### config.mk
export PLATFORM = sky130hd
export DESIGN_NAME = uart_reg_file
export DESIGN_NICKNAME = d
export VERILOG_FILES = /design/src/rtl/uart_reg_file.sv
export SDC_FILE = /design/constraint.sdc
export NUM_CORES = 1
export LEC_CHECK = 0
export ABC_AREA = 1
export CORE_MARGIN = 1.5
export CORE_UTILIZATION = 30
export DETAILED_ROUTE_END_ITERATION = 8
export PLACE_DENSITY = 0.55
export SYNTH_ARGS = -nofsm -noshare
export SYNTH_HDL_FRONTEND = slang
export SYNTH_SLANG_ARGS = --single-unit
### constraint.sdc
create_clock -name clk -period 1.4 [get_ports clk]
set_input_delay 0.28 -clock clk [delete_from_list [all_inputs] [get_ports clk]]
set_output_delay 0.28 -clock clk [all_outputs]
set_load 0.1 [all_outputs]
### src/rtl/uart_reg_file.sv
// UART register bank: CR/SR/TDR/RDR/CDR state behind the offset decoder, one-byte TX/RX buffers,
// status/overrun tracking, registered read data and a level interrupt.

package uart_pkg;
    typedef enum logic [2:0] {
        UART_NONE = 3'd0,
        UART_CR   = 3'd1,
        UART_SR   = 3'd2,
        UART_TDR  = 3'd3,
        UART_RDR  = 3'd4,
        UART_CDR  = 3'd5
    } uart_reg_t;
endpackage

module uart_reg_file #(
    parameter logic [15:0] CDR_RESET = 16'd868
) (
    input  logic                  clk,
    input  logic                  rst_n,
    input  logic                  req,
    input  logic                  we,
    input  logic [31:0]           wdata,
    input  uart_pkg::uart_reg_t   requested_reg,
    output logic [31:0]           rdata,
    output logic [7:0]            tx_data,
    output logic                  tx_valid,
    input  logic                  tx_ready,
    input  logic [7:0]            rx_data,
    input  logic                  rx_valid,
    output logic [15:0]           clk_div,
    output logic                  tx_en,
    output logic                  rx_en,
    output logic                  irq
);
    import uart_pkg::*;

    logic [3:0]  r_cr;
    logic [7:0]  r_tdr;
    logic        r_tdr_full;
    logic [7:0]  r_rdr;
    logic        r_rxne;
    logic        r_rxovr;
    logic        r_txovf;
    logic [15:0] r_cdr;
    logic [31:0] r_rdata;
    logic        r_irq;

    logic        w_access;
    logic        w_wr;
    logic        w_rd;
    logic        w_cr_wr;
    logic        w_sr_wr;
    logic        w_tdr_wr;
    logic        w_cdr_wr;
    logic        w_rdr_rd;
    logic        w_tx_fire;
    logic        w_tdr_load;
    logic        w_tdr_drop;
    logic        w_rx_cap;
    logic        w_rx_ovr;
    logic        w_rxovr_clr;
    logic        w_txovf_clr;
    logic [31:0] w_sr_val;
    logic [31:0] w_rdata_nxt;
    logic        w_irq_nxt;
    logic        w_unused_wdata;

    assign w_access    = req && (requested_reg != UART_NONE);
    assign w_wr        = w_access && we;
    assign w_rd        = w_access && !we;
    assign w_cr_wr     = w_wr && (requested_reg == UART_CR);
    assign w_sr_wr     = w_wr && (requested_reg == UART_SR);
    assign w_tdr_wr    = w_wr && (requested_reg == UART_TDR);
    assign w_cdr_wr    = w_wr && (requested_reg == UART_CDR);
    assign w_rdr_rd    = w_rd && (requested_reg == UART_RDR);

    // A write that coincides with the handshake refills the buffer in the same edge
    assign w_tx_fire   = r_tdr_full && r_cr[0] && tx_ready;
    assign w_tdr_load  = w_tdr_wr && (!r_tdr_full || w_tx_fire);
    assign w_tdr_drop  = w_tdr_wr && r_tdr_full && !w_tx_fire;

    assign w_rx_cap    = r_cr[1] && rx_valid && (!r_rxne || w_rdr_rd);
    assign w_rx_ovr    = r_cr[1] && rx_valid && r_rxne && !w_rdr_rd;
    assign w_rxovr_clr = w_sr_wr && wdata[2];
    assign w_txovf_clr = w_sr_wr && wdata[4];

    assign w_sr_val    = {27'd0, r_txovf, !r_tdr_full, r_rxovr, r_rxne, (r_tdr_full || !tx_ready)};
    assign w_irq_nxt   = (r_cr[2] && r_rxne) || (r_cr[3] && !r_tdr_full) || r_rxovr || r_txovf;
    assign w_unused_wdata = &{1'b0, wdata[31:16]};

    // Read data selection from current (pre-update) register contents
    always_comb begin
        w_rdata_nxt = 32'd0;
        case (requested_reg)
            UART_CR:  w_rdata_nxt = {28'd0, r_cr};
            UART_SR:  w_rdata_nxt = w_sr_val;
            UART_TDR: w_rdata_nxt = 32'd0;
            UART_RDR: w_rdata_nxt = {24'd0, r_rdr};
            UART_CDR: w_rdata_nxt = {16'd0, r_cdr};
            default:  w_rdata_nxt = 32'd0;
        endcase
    end

    // Control and divider registers
    always_ff @(posedge clk or negedge rst_n) begin
        if (!rst_n) begin
            r_cr  <= 4'd0;
            r_cdr <= CDR_RESET;
        end else begin
            if (w_cr_wr) begin
                r_cr <= wdata[3:0];
            end
            if (w_cdr_wr) begin
                r_cdr <= wdata[15:0];
            end
        end
    end

    // Transmit buffer and its overflow flag
    always_ff @(posedge clk or negedge rst_n) begin
        if (!rst_n) begin
            r_tdr      <= 8'd0;
            r_tdr_full <= 1'b0;
            r_txovf    <= 1'b0;
        end else begin
            if (w_tdr_load) begin
                r_tdr      <= wdata[7:0];
                r_tdr_full <= 1'b1;
            end else if (w_tx_fire) begin
                r_tdr_full <= 1'b0;
            end
            if (w_tdr_drop) begin
                r_txovf <= 1'b1;
            end else if (w_txovf_clr) begin
                r_txovf <= 1'b0;
            end
        end
    end

    // Receive buffer, not-empty and overrun flags
    always_ff @(posedge clk or negedge rst_n) begin
        if (!rst_n) begin
            r_rdr   <= 8'd0;
            r_rxne  <= 1'b0;
            r_rxovr <= 1'b0;
        end else begin
            if (w_rx_cap) begin
                r_rdr  <= rx_data;
                r_rxne <= 1'b1;
            end else if (w_rdr_rd) begin
                r_rxne <= 1'b0;
            end
            if (w_rx_ovr) begin
                r_rxovr <= 1'b1;
            end else if (w_rxovr_clr) begin
                r_rxovr <= 1'b0;
            end
        end
    end

    // Registered read data and interrupt
    always_ff @(posedge clk or negedge rst_n) begin
        if (!rst_n) begin
            r_rdata <= 32'd0;
            r_irq   <= 1'b0;
        end else begin
            if (w_rd) begin
                r_rdata <= w_rdata_nxt;
            end
            r_irq <= w_irq_nxt;
        end
    end

    assign rdata    = r_rdata;
    assign tx_data  = r_tdr;
    assign tx_valid = r_tdr_full && r_cr[0];
    assign clk_div  = r_cdr;
    assign tx_en    = r_cr[0];
    assign rx_en    = r_cr[1];
    assign irq      = r_irq;

endmodule

======== Word level (Yosys, flattened, before mapping) ========
Cells that the tools add are included.
W data, S select, Z words.
storage, ports and cells
  output and inout bits ................... 60
  bits of input ports ..................... 49
  logic and storage cells ................. 62
  register bits after elaboration ......... 73
cells by class
  muxes and demuxes ....................... 9
  equality and inequality tests ........... 5
  reduce and logical (&&, ||, !) cells .... 38
operators with widths
  operator              count
  $pmux W16 S4          1
  $logic_and A1 B1 Y1   21
  $mux W1               8
  $reduce_bool A2 Y1    4
  $eq A3 B2 Y1 const B  2
  $eq A3 B3 Y1 const B  2
  $logic_not A1 Y1      6
  $logic_or A1 B1 Y1    6
  $eq A3 B1 Y1 const B  1
  $reduce_bool A3 Y1    1

======== Logic depth before layout (Yosys ltp) ========
Gate-level depths: netlist (run 1).
  depth after elaboration ................. 7
  gate-level depth with buffers ........... 8
  mapped depth without buffers ............ 7

======== Worst setup path after synthesis (run 1) ========
OpenSTA, ideal clock, no wires.
  path kind ............................... reg-to-output
  from .................................... reg r_cr[0]
  to ...................................... out tx_valid
  setup slack ............................. -0.555 ns
  arrival ................................. 1.675 ns
  stages on the path, launching flop included .. 3
  required time ........................... 1.120 ns
  path buffers ............................ 0
  path through ............................ dfrtp_1 > nand2_1 > inv_1
between the ends
  word-level cells in the longest chain between the ends .. 1
ends and longest elaborated chain
  item                      line  RTL
  start: declaration        37    logic [3:0] r_cr;
  start signal: assignment  111   r_cr <= wdata[3:0];
  $logic_and A1 B1 Y1       176   assign tx_valid = r_tdr_full && r_cr[0];
  end: declaration          26    output logic tx_valid,
Every way passes these cells.

======== Worst setup path in the final report (run 1) ========
Ends and elaborated chain as after synthesis.

==> flow_summary.rst, run 1 <==
.. list-table::
   :header-rows: 1

   * - Metric
     - Value
   * - Vert. Die Dim
     - 98.7 um
   * - Boundary pin count
     - 109
   * - Maximum number of pins on one net before global-route repair
     - 27
   * - Count of unresolved DRC violations after routing
     - 6
   * - Arrival time at the worst endpoint
     - 1170 ps
   * - Launching element type of the critical path
     - register
   * - Routed wire length per instance
     - 13.1 um
   * - Worst reg2reg setup slack
     - 140 ps
   * - Syn Area/Cell
     - 8.58 um2
   * - Routed vias
     - 2,407
   * - Post-DP HPWL
     - about 5400 um
   * - Wire length after detailed routing
     - 7060 um
   * - Required time worst endpoint
     - ~1100 ps
   * - Total number of placement rows
     - 34
   * - Highest fanout seen on the critical path
     - 2
   * - Vias per cell
     - 4.47
   * - # diodes
     - 0
   * - Number of placed instances, taps included
     - roughly 520
   * - Flip-flop and latch count after synthesis
     - 57
   * - Post-synthesis instance total
     - 320
   * - Endpoint type of the worst setup path
     - output port
   * - Max-cap violations
     - 0
   * - Hold/Removal Path Class
     - input port to async pin
   * - Number of DRC markers after the initial detailed-route iteration
     - 118
   * - Via count of the first global-routing pass
     - 2,444
   * - Worst r2r path cells
     - 6
   * - Slew Limit Fails
     - 0
   * - Synth area leaders
     - dfrtp_1 47%, nand2_1 18%, o21ai_2 5.1%
   * - Bufs on Longest Clock Path
     - 2
   * - Post-DRT Antenna Nets
     - 0
   * - Later-pin clock latency in the skew report
     - between 300 and 400 ps
   * - Start-to-end type of the worst setup path
     - register to output port
   * - Total core area
     - 0.00881 mm2
   * - Synthesis Warnings
     - 0
   * - Period utilisation layout
     - 1.03
   * - Min cycle time layout
     - 1450 ps
   * - Clock tree from TritonCTS
     - done
   * - Synthesized area
     - 0.00275 mm2
   * - Cell at the slowest stage of the critical path
     - dfrtp_4
   * - Setup slack after layout
     - -47.6 ps
   * - Die boundary width
     - 98.7 um
   * - Yosys cell types
     - 27
   * - Failing checks
     - design-rule violations, negative setup slack
   * - Proportion of layout cells with a drive suffix above 1
     - 0.302
   * - Residual overflow from global routing
     - 0
   * - Final non-filler cell total
     - 538
   * - First drt pass iteration count
     - 8
   * - Wire length of the first global-routing pass
     - between 10,000 and 15,000 um
   * - Worst path cell trace
     - nand2_4, clkinvlp_4, buf_12
   * - Root Buffer
     - clkbuf_8
   * - Leakage
     - 2.20 nW
   * - Die area
     - 0.00973 mm2
   * - Number of I/O port buffers
     - 76
   * - Top achievable clock speed
     - 0.691 GHz
   * - Cell accounting for the most synthesized area
     - dfrtp_1
   * - Cell area power density
     - 1820 mW/mm2
   * - Effective utilization at floorplan
     - 0.312
   * - Reg2Reg Capture Point
     - tx_data[1]
   * - Peak ir drop on the vdd network
     - 0.974 mV
   * - Antenna violations before repair
     - 0
   * - Area share of the largest cell type after synthesis
     - 0.474
   * - Portion of the post-synthesis area used by sequential elements
     - 0.522
   * - Final worst clock skew
     - 5.29 ps
   * - Final setup violation count
     - 2
   * - Max incr delay on CP
     - about 490 ps
   * - Routability cong.
     - 0.853
   * - Sinks on the clock net
     - 57
   * - Startpoint of the worst-slack reg-to-reg timing path
     - r_cr[0]
   * - Final Hold Vio Count
     - 0
   * - Combined global-route utilization of all metal layers
     - 0.157
   * - Status
     - complete, but fails checks
   * - Number of clock buffers inserted by TritonCTS
     - 9
   * - Clock transition time at the flip-flop clock pins of the worst setup and hold paths
     - 70 ps
   * - Setup repair after global routing missed its margin
     - yes
   * - Final-stage net count
     - 474
   * - Area added between synthesis and finish
     - 63.6%
   * - Tightest hold margin
     - 392 ps
   * - Number of H-tree levels
     - 3
## timing repair
item | CTS | global route
buffers inserted | 2 | 0
hold endpoints to repair | 10 | 0
hold buffers | 1 | 0
endpoints found under the setup margin | 12 | 31
cloned | 1 | 0
pin swaps | 2 | 1
gates resized for setup | 6 | 6
## where the power goes
part | internal, mW | switching (mW) | total, mW
combinational | 1.29 | 2.52 | 3.81
sequential | 2.06 | 0.419 | 2.48
clock | 1.22 | 0.668 | 1.89
## state kept, by name, summed over array words and instances (netlist names)
register / cells
clk_div: 16
rdata: 16
r_rdr: 8
tx_data: 8
r_cr: 4
irq: 1
r_rxne: 1
r_rxovr: 1
r_tdr_full: 1
r_txovf: 1
## through the flow
stage | cell area (um2) | setup TNS, ps | setup WS (ps) | power (mW) | util
global placement | 4190 | -17820 | -396 | 6.27 | 0.475
floorplan | 2810 | -68.8 | -68.8 | 4.77 | -
finish | 4490 | -86.1 | -47.6 | 8.17 | 0.510
global route | 4490 | -149 | -74.1 | 8.51 | 0.510
CTS | 4480 | -101 | -54.1 | 8.23 | 0.509
detailed placement | 4190 | -18770 | -455 | 6.30 | 0.475
## cell type report
cell class,instances,area [um2]
clock buffer,10,138
clock inverter,6,105
fill,823,4320
inverter,26,101
multi-input combinational,228,1120
sequential,57,1440
tap,108,135
timing repair buffer,103,1450
## synth_stat cells
cell type,count
nor2_1,3
nand3_1,25
inv_2,3
buf_4,18
a21oi_4,1
o21ai_2,16
conb_1,1
nand3_4,1
o21ai_1,8
nand2_1,128
clkinv_1,1
dfrtp_1,52
nand4_1,10
o21ai_0,8
nor2_2,2
a21oi_1,2
dfstp_2,5
buf_2,3
nand2_4,1
nand3_2,1
inv_1,22
nor2_4,2
buf_6,3
nand2_2,1
nand4_2,1
nor3_1,1
buf_1,1
## how the worst max path moves through the flow
stage                       endpoint             start  slack, ps
after floorplan             tx_valid           r_cr[0]        -70
after global placement    tx_data[6]  requested_reg[1]       -400
after detailed placement  tx_data[1]  requested_reg[0]       -460
after CTS                   tx_valid           r_cr[0]        -50
after global routing        tx_valid           r_cr[0]        -70
final                       tx_valid           r_cr[0]        -50
## kinds of logic after synthesis
kind of cell    share of synthesized area
flops                               0.522
compound gates                     0.0898
simple gates                        0.283
buf+inv                             0.104
other cells                       0.00137
## routing by layer
metal  global-route usage  share of wire  wire [um]
met1                0.206           0.45       3210
met2                0.256           0.49       3480
met3               0.0284          0.034        237
met4               0.0659          0.019        132
met5                    0              0          0
## critical path: cells and delay by family (launching register included)
kind	cells	cell delay (ps)
AND/OR/NAND/NOR	1	70
flip-flops	1	490
buffers and inverters	2	260
## layout by cell type (no fill, tap or decap), drive strengths merged
| master | synthesis | final |
|---|---|---|
| clkinv | 1 | 4 |
| dfstp | 5 | 5 |
| nor2 | 7 | 8 |
| clkbuf | 0 | 10 |
| conb | 1 | 16 |
| nand4 | 11 | 11 |
| o21ai | 32 | 32 |
| dfrtp | 52 | 52 |
| bufinv | 0 | 3 |
| nand3 | 27 | 27 |
| dlymetal6s2s | 0 | 1 |
| clkinvlp | 0 | 1 |
| nand2 | 130 | 130 |
| inv | 25 | 24 |
| nor3 | 1 | 1 |
| dlygate4sd2 | 0 | 2 |
| a21oi | 3 | 3 |
| dlygate4sd3 | 0 | 1 |
| buf | 25 | 71 |
| clkdlybuf4s50 | 0 | 28 |
No activity file was read; power rests on OpenSTA's default activity.
==> run 2: changes to the inputs <==
--- a/constraint.sdc
+++ b/constraint.sdc
@@ -3,2 +3,2 @@
 set_output_delay 0.28 -clock clk [all_outputs]
-set_load 0.1 [all_outputs]
+set_load 0.02 [all_outputs]
==> flow_summary.rst, run 2 (synthesis results as in run 1) <==
.. list-table::
   :header-rows: 1

   * - Metric
     - Value
   * - Sinks on the clock net
     - 57 (unchanged)
   * - Wire length of the first global-routing pass
     - 11,900 um (about the same)
   * - Via count of the first global-routing pass
     - 2,432 (-0.49%)
   * - Launching element type of the critical path
     - register
   * - Final worst clock skew
     - 4.77 ps (-0.520 ps)
   * - Final-stage net count
     - 484 (+2.1%)
   * - Flop pwr share
     - 0.427 (+0.124)
   * - Residual overflow from global routing
     - 0 (unchanged)
   * - Number of clock buffers inserted by TritonCTS
     - 9 (unchanged)
   * - Top library cells by usage in the layout, fill and taps aside
     - 126 x nand2_1, 52 x dfrtp_1, 36 x dlygate4sd2_1, 32 x buf_4, 27 x clkdlybuf4s50_1
   * - Proportion of layout cells with a drive suffix above 1
     - 0.214 (-0.0887)
   * - Slew Limit Fails
     - 0 (unchanged)
   * - Final Hold Vio Count
     - 0 (unchanged)
   * - Routed vias
     - 2,422 (+0.62%)
   * - Vias per cell
     - 4.42 (-1.2%)
   * - Die area
     - 0.00973 mm2 (unchanged)
   * - Total number of placement rows
     - 34 (unchanged)
   * - Period utilisation layout
     - 0.969 (-0.0651)
   * - Arrival time at the worst endpoint
     - 1080 ps (-90 ps)
   * - Top achievable clock speed
     - 0.737 GHz (+6.7%)
   * - Vert. Die Dim
     - 98.7 um (unchanged)
   * - Start-to-end type of the worst setup path
     - register to output port
   * - Family of cells with the greatest summed delay on the critical path
     - flip-flops
   * - Internal power component
     - 3.58 mW (-22%)
   * - Root Buffer
     - clkbuf_8
   * - Cell area power density
     - 1350 mW/mm2 (-26%)
   * - First drt pass iteration count
     - 7 (-1)
   * - Combined global-route utilization of all metal layers
     - 0.159 (+0.00196)
   * - Filler Cells Inserted
     - 866 (+5.2%)
   * - Comb power frac
     - 0.296 (-0.170)
   * - Highest fanout seen on the critical path
     - 3 (+1)
   * - # diodes
     - 0 (unchanged)
   * - Failing checks
     - design-rule violations
   * - Final setup violation count
     - 0 (-2)
   * - Clock tree from TritonCTS
     - done
   * - Number of H-tree levels
     - 3 (unchanged)
   * - Clock transition time at the flip-flop clock pins of the worst setup and hold paths
     - 60 ps (about the same)
   * - Proportion of total power due to net switching
     - 0.334 (-0.107)
   * - Peak ir drop on the vdd network
     - 0.649 mV (-33%)
   * - Worst path cell trace
     - nand2_1, inv_1, clkdlybuf4s15_2
   * - Clock share of power
     - 0.277 (+0.046)
   * - Wire length after detailed routing
     - 7100 um (+0.50%)
   * - Final TNS setup
     - 0 ps (+86.1 ps)
   * - Required time worst endpoint
     - 1120 ps (about the same)
   * - Area added between synthesis and finish
     - 45.5%
   * - Startpoint of the worst-slack reg-to-reg timing path
     - r_cr[0]
   * - Later-pin clock latency in the skew report
     - 330 ps (about the same)
   * - Post-DP HPWL
     - 5290 um (-2.4%)
   * - Hold/Removal Path Class
     - register to register
   * - Antenna violations before repair
     - 0 (unchanged)
   * - Boundary pin count
     - 109 (unchanged)
   * - Met2 Wirelength
     - 3370 um (-3.2%)
   * - Effective utilization at floorplan
     - 0.312 (unchanged)
   * - Core utilization of the finished layout
     - 0.454 (-0.0564)
   * - Count of unresolved DRC violations after routing
     - 8 (+2)
   * - CP bufs+invs
     - 2 (unchanged)
   * - Met3 wire length
     - 307 um (+30%)
   * - Die boundary width
     - 98.7 um (unchanged)
   * - Power, Total
     - 5.37 mW (-34%)
   * - Endpoint type of the worst setup path
     - output port
   * - Switching power
     - 1.79 mW (-50%)
   * - Maximum number of pins on one net before global-route repair
     - 58 (+110%)
   * - Startpoint of the lowest-slack hold path
     - tx_data[5]
   * - Max-cap violations
     - 0 (unchanged)
   * - Routability cong.
     - 0.885 (+3.8%)
   * - Routed met1 length
     - 3250 um (+1.4%)
   * - Min cycle time layout
     - 1360 ps (-91.1 ps)
   * - Worst setup startpoint
     - r_cr[0]
   * - Bufs on Longest Clock Path
     - 2 (unchanged)
   * - Total core area
     - 0.00881 mm2 (unchanged)
   * - Post-DRT Antenna Nets
     - 0 (unchanged)
   * - Routed wire length per instance
     - 12.9 um (-1.3%)
   * - Leakage
     - 2.13 nW (-2.9%)
   * - Status
     - complete, but fails checks
   * - Number of DRC markers after the initial detailed-route iteration
     - 123 (+4.2%)
   * - Top routing layer in use
     - met4
   * - Setup repair after global routing missed its margin
     - no
   * - Max incr delay on CP
     - 390 ps (-100 ps)
   * - Number of I/O port buffers
     - 76 (unchanged)
   * - Cell at the slowest stage of the critical path
     - dfrtp_1
   * - Most common cell after layout, fill and taps aside
     - nand2_1
## run 2: cell count changes in the layout (fill, tap and decap cells not counted), sizes merged, moves of 2 or more
cell           change
buf               -29
clkdlybuf4s15      +5
clkbuf             +3
bufinv             -2
dlygate4sd2       +34
## run 2: power by group through the flow
stage                     Sequential [mW]  Combinational, mW  Clock, mW
after CTS                            2.30               1.60       1.52
after detailed placement             2.34               1.75          0
after global placement               2.33               1.73          0
final                                2.30               1.59       1.49
after floorplan                      2.58              0.581          0
after global routing                 2.35               1.75       1.61
## run 2: area by class of cell
class / instances / area, um2 / share of cell area
flip-flops and latches: 57 / 1430 / 0.359
clock buffers: 13 / 149 / 0.0373
well taps: 108 / 135 / 0.0338
clock inverters: 3 / 40.0 / 0.0100
inverters: 26 / 97.6 / 0.0244
repair buffers: 113 / 1010 / 0.254
multi-input cells: 228 / 1130 / 0.282
## run 2: repair_timing
| action | CTS | global route |
|---|---|---|
| gates cloned | 1 | 0 |
| hold buffers | 1 | 0 |
| endpoints found under the hold margin | 52 | 0 |
| setup buffers | 3 | 1 |
| pin swaps | 2 | 1 |
| setup endpoints to repair | 71 | 34 |
| gates resized for setup | 69 | 10 |
## run 2: path summary, 6_finish.rpt
check	to	slack [ps]	cells past startpoint
max in group asynchronous	clk_div[2]	630	3
min reg2reg	tx_data[5]	460	2
max reg2reg	tx_data[6]	250	6
max	tx_valid	40	3
min	tx_data[5]	460	2
min in group asynchronous	tx_data[5]	470	3
## run 2: per-stage QoR
stage	hold slack (ps)	cells	instance area (um2)	worst slack, ps
detailed placement	306	526	3780	-457
finish	463	548	3990	43.5
floorplan	-15.6	335	2800	132
global placement	307	526	3780	-411
global route	482	548	3990	7.18
CTS	468	547	3960	1.57
## run 2: worst register-to-register path, stage by stage, from the launching register on
cell,delay [ps]
dfrtp_1,390
buf_4,150
nand2_1,80
nand2_1,100
buf_4,190
nand3_1,80
nand2_1,60
## run 2: routing by layer
metal / vias to the layer above / global-route usage
met5: - / 0
met4: 0 / 0.0769
met3: 14 / 0.0369
met2: 71 / 0.260
met1: 1112 / 0.200
li1: 1225 / -
==> run 3: changes to the inputs <==
- CTS_CLUSTER_DIAMETER: unset -> 120
==> results of run 3 <==
No change in the layout: final DEF, timing and power equal those of run 2.
